`src/rtl/fft8_out_serializer.sv`:
```
// fft8_out_serializer: buffers parallel fft8 result frames and replays them one complex sample per cycle with valid/ready
// in : clk, rstn (sync, active low), yout_valid, y0..y7_real/imag, out_ready
// out: out_valid, out_real, out_imag, out_index, out_last, overflow (sticky drop flag), frame_count (accepted frames mod 256)
module fft8_out_serializer #(
  parameter int DW = 24,
  parameter int DEPTH = 2,
  parameter int BITREV = 0
) (
  input  logic          clk,
  input  logic          rstn,
  input  logic          yout_valid,
  input  logic [DW-1:0] y0_real,
  input  logic [DW-1:0] y0_imag,
  input  logic [DW-1:0] y1_real,
  input  logic [DW-1:0] y1_imag,
  input  logic [DW-1:0] y2_real,
  input  logic [DW-1:0] y2_imag,
  input  logic [DW-1:0] y3_real,
  input  logic [DW-1:0] y3_imag,
  input  logic [DW-1:0] y4_real,
  input  logic [DW-1:0] y4_imag,
  input  logic [DW-1:0] y5_real,
  input  logic [DW-1:0] y5_imag,
  input  logic [DW-1:0] y6_real,
  input  logic [DW-1:0] y6_imag,
  input  logic [DW-1:0] y7_real,
  input  logic [DW-1:0] y7_imag,
  input  logic          out_ready,
  output logic          out_valid,
  output logic [DW-1:0] out_real,
  output logic [DW-1:0] out_imag,
  output logic [2:0]    out_index,
  output logic          out_last,
  output logic          overflow,
  output logic [7:0]    frame_count
);
  localparam int AW = DEPTH > 1 ? $clog2(DEPTH) : 1;
  localparam int CW = $clog2(DEPTH + 1);
  typedef enum logic {IDLE, STREAM} state_t;
  state_t state;
  logic [DW-1:0] yr [8];
  logic [DW-1:0] yi [8];
  logic [DW-1:0] mre [DEPTH][8];
  logic [DW-1:0] mim [DEPTH][8];
  logic [AW-1:0] wr_ptr, rd_ptr;
  logic [CW-1:0] count;
  logic [2:0] s, idx;
  logic xfer, rel, accept;
  assign yr = '{y0_real, y1_real, y2_real, y3_real, y4_real, y5_real, y6_real, y7_real};
  assign yi = '{y0_imag, y1_imag, y2_imag, y3_imag, y4_imag, y5_imag, y6_imag, y7_imag};
  function automatic logic [AW-1:0] inc(input logic [AW-1:0] p);
    return (p == AW'(DEPTH - 1)) ? '0 : p + 1'b1;
  endfunction
  assign idx = (BITREV != 0) ? {s[0], s[1], s[2]} : s;
  assign out_valid = (state == STREAM);
  assign xfer = out_valid & out_ready;
  assign rel = xfer & (s == 3'd7);
  // a full buffer can still take a frame on the edge its head frame's last sample leaves
  assign accept = yout_valid & ((count < CW'(DEPTH)) | rel);
  assign out_index = out_valid ? idx : 3'd0;
  assign out_real = out_valid ? mre[rd_ptr][idx] : '0;
  assign out_imag = out_valid ? mim[rd_ptr][idx] : '0;
  assign out_last = out_valid & (s == 3'd7);
  always_ff @(posedge clk)
    if (accept)
      for (int k = 0; k < 8; k++) begin
        mre[wr_ptr][k] <= yr[k];
        mim[wr_ptr][k] <= yi[k];
      end
  always_ff @(posedge clk)
    if (!rstn) begin
      state <= IDLE;
      wr_ptr <= '0;
      rd_ptr <= '0;
      count <= '0;
      s <= '0;
      overflow <= 1'b0;
      frame_count <= '0;
    end else begin
      if (accept) wr_ptr <= inc(wr_ptr);
      if (accept) frame_count <= frame_count + 8'd1;
      if (yout_valid && !accept) overflow <= 1'b1;
      if (xfer) s <= s + 3'd1;
      if (rel) rd_ptr <= inc(rd_ptr);
      count <= count + CW'(accept) - CW'(rel);
      state <= (state == IDLE) ? (accept ? STREAM : IDLE)
                               : ((rel && count == CW'(1) && !accept) ? IDLE : STREAM);
    end
endmodule

```
`config.mk`:
```
export PLATFORM = sky130hd
export DESIGN_NAME = fft8_out_serializer
export DESIGN_NICKNAME = d
export VERILOG_FILES = /design/src/rtl/fft8_out_serializer.sv
export SDC_FILE = /design/constraint.sdc
export NUM_CORES = 1
export LEC_CHECK = 0
export ABC_AREA = 0
export ABC_CLOCK_PERIOD_IN_PS = 34800
export CAP_MARGIN = 20
export CORE_MARGIN = 3
export CORE_UTILIZATION = 48
export CTS_CLUSTER_DIAMETER = 50
export DETAILED_ROUTE_END_ITERATION = 10
export HOLD_SLACK_MARGIN = 0.12
export PLACE_DENSITY = 0.72
export SETUP_SLACK_MARGIN = 0.2
export SLEW_MARGIN = 20
export SYNTH_ARGS = -nofsm -noshare
export SYNTH_HDL_FRONTEND = slang
export SYNTH_SLANG_ARGS = --single-unit
```
`constraint.sdc`:
```
create_clock -name clk -period 34.8 [get_ports clk]
set_input_delay 6.96 -clock clk [delete_from_list [all_inputs] [get_ports clk]]
set_output_delay 6.96 -clock clk [all_outputs]
set_load 0.005 [all_outputs]
```
==> reports/results.ini <==
[synthesis]
synth_top_area_cell = edfxtp_1
yosys.area.top_type_share_pct = 75.4
yosysMostFrequentCell = edfxtp_1
netlist_area_um2 = 30600
yosys-top-cells-count = edfxtp_1 (768), mux2i_1 (357), a22oi_1 (164)
ys_ff_latch = 786
yosysSeqAreaShare_pct = 76.6
synth_nets = 2044
yosys_most_used_dff = edfxtp_1
ys_async_sr_fraction_pct = 0
synthCells = 1651
synth.distinct_cells = 39
syn_area_per_cell_um2 = 18.5
ys.warnings.count = 0
synth_edf_count = 768
synth_area_leaders = edfxtp_1 (75%), mux2i_1 (12%), a22oi_1 (4.0%)

[sta]
tns_ns = 0
worst_slack_ns = 23.02
setup_violations = 0
max_freq_mhz = 84.9
finalHoldViolCount = 0
clock_skew_ns = 0.0194
max-slew-margin-rel_pct = 10.6
rsz0062_at_grt = false
finalMaxSlewViolations = 0
fin_crit_ns = 11.78
finalCritPeriodShare_pct = 33.9
max_slew.worst_pin.slew_ns = 1.34
hold_slack_ns = 0.501

[floorplan]
die_w_um = 258
std_cell_rows = 91
die_h_um = 258
ioPinCount = 450
start_util_pct = 49.0
die_area_um2 = 66800
core_um2 = 62400

[route]
wire_per_inst_um = 24.3
dr.first_iter.drc_count = 1391
drc = 0
vias = 16800
viasPerCell = 5.51
routed_wl_um = 74000
drt-pass1-iter-count = 6
ant_nets = 0

[setup_path]
crit_path_end_kind = output pin
slowest_stage = dfxtp_4
start_kind = flop
crit_fanout = 60
cp_slowest_stage_delay_ns = 1.03
worstPathCellList = buf_4 > buf_4 > mux2i_1 > a22oi_1 > nand3_1 > o21ai_1 > clkdlybuf4s50_1
cp_common_cell = buf_4
worstSetupPathType = reg -> out
crit_arrival_ns = 4.82
required_ns = 27.84
reg2reg_depth = 10

[power_and_ir_drop]
power_density_nw_per_um2 = 56.8
total_power_w = 0.00219
p_leak_nw = 12.1
max-vdd-ir-drop_v = 0.0000443

[final_layout]
n_fill_cell = 4536
nNetsFinal = 2509
drive_gt1_share_pct = 8.14
area_growth_pct = 26.2
multiInputGateArea_um2 = 6430
ff_latch_area_um2 = 23400

[cts]
ctsResizeCount = 0
cts_setup_buffers = 0
cts_sinks = 786
clock_latency_ns = 0.61
cts_hold_buf = 0
cts_root_buffer = clkbuf_16
max-clock-path-buffers = 3
cts_tree = built
htreeDepth = 3
cts_buffers = 87
clkTransAtPathRegs_ns = 0.06

[placement]
io_buffers = 449
dp_hpwl_um = 46200
pre_cts_ws_ns = 23.14
gp_congestion = 0.805

[global_route]
antenna_found_initial = 30
overflow = 0
grt_pass1_vias = 17300
grt_max_degree = 193
grt_pass1_wl_um = 108000
track_usage_pct = 21.8

[hold_path]
hp-class = reg -> reg
hold_depth = 2

[run]
drv_cap = 0

[status]
outcome = complete, no violations

## metrics by stage
stage | cell area [um2] | instances | util (%)
after global routing | 38600 | 3033 | 61.8
final | 38600 | 3045 | 61.9
after floorplan | 30600 | 1651 | -
after global placement | 35600 | 2862 | 57.1
after detailed placement | 35600 | 2863 | 57.1
after CTS | 38500 | 3023 | 61.7
## sequential cells by signal (all words and copies together) (netlist names), named ones only
signal,cells
out_valid,1
frame_count,8
idx,3
wr_ptr,1
rd_ptr,1
mre,384
overflow,1
mim,384
count,2
## worst paths after layout
| check | from | end | slack, ns |
|---|---|---|---|
| setup / recovery | flop | out_imag[17] | 23.02 |
| hold / removal | frame_count[7] | frame_count[7] | 0.50 |
| setup reg to reg | idx[1] | mim[0][150] | 29.63 |
| hold reg to reg | frame_count[7] | frame_count[7] | 0.50 |
## area by class of cell
class	count	area share, %
clock buffers	104	6.05
flip-flops and latches	786	60.7
inverters	7	0.0681
multi-input cells	763	16.7
diodes	21	0.136
repair buffers	471	12.3
well taps	837	2.71
clock inverters	56	1.39
## kinds of logic after synthesis
group / synth area share (%)
xor+xnor: 0.258
buf+inv: 2.51
flops: 76.6
fa+ha+maj: 0.205
mux: 12.7
compound gates: 5.67
simple gates: 2.03
## metal layers
metal / up-vias / wire length [um] / global-route usage (%) / part of all wire, %
met4: 18 / 1480 / 6.53 / 2.0
met3: 94 / 5360 / 5.72 / 7.2
met5: - / 124 / 0 / 0.17
li1: 7634 / - / - / -
met2: 502 / 37800 / 37.2 / 51
met1: 8534 / 29200 / 27.5 / 39
## power by group
group          switching [W]  total (W)  internal, W
clock               0.000363   0.000898     0.000535
sequential         0.0000156    0.00113      0.00112
combinational      0.0000883   0.000164    0.0000758
## placed cells by master, fill, tap and decap left out, types with 11 or more instances in the layout
| cell | count |
|---|---|
| mux4_2 | 13 |
| clkinv_1 | 16 |
| clkinv_2 | 11 |
| buf_4 | 17 |
| a22oi_1 | 164 |
| nand2_1 | 61 |
| dfxtp_1 | 17 |
| a221oi_1 | 14 |
| and2_1 | 14 |
| clkdlybuf4s50_1 | 449 |
| o21ai_1 | 47 |
| diode_2 | 21 |
| clkbuf_1 | 12 |
| edfxtp_1 | 768 |
| nand3_1 | 42 |
| clkbuf_16 | 91 |
| mux2i_1 | 357 |
## critical path, delay by kind of cell (launching register included)
family / cells / cell delay [ns]
flip-flops: 1 / 1.03
AND/OR/NAND/NOR: 1 / 0.12
AO/OA/AOI/OAI: 2 / 0.45
buffers and inverters: 3 / 2.34
multiplexers: 1 / 0.17
Note: power is estimated with default switching activity, not from simulation.
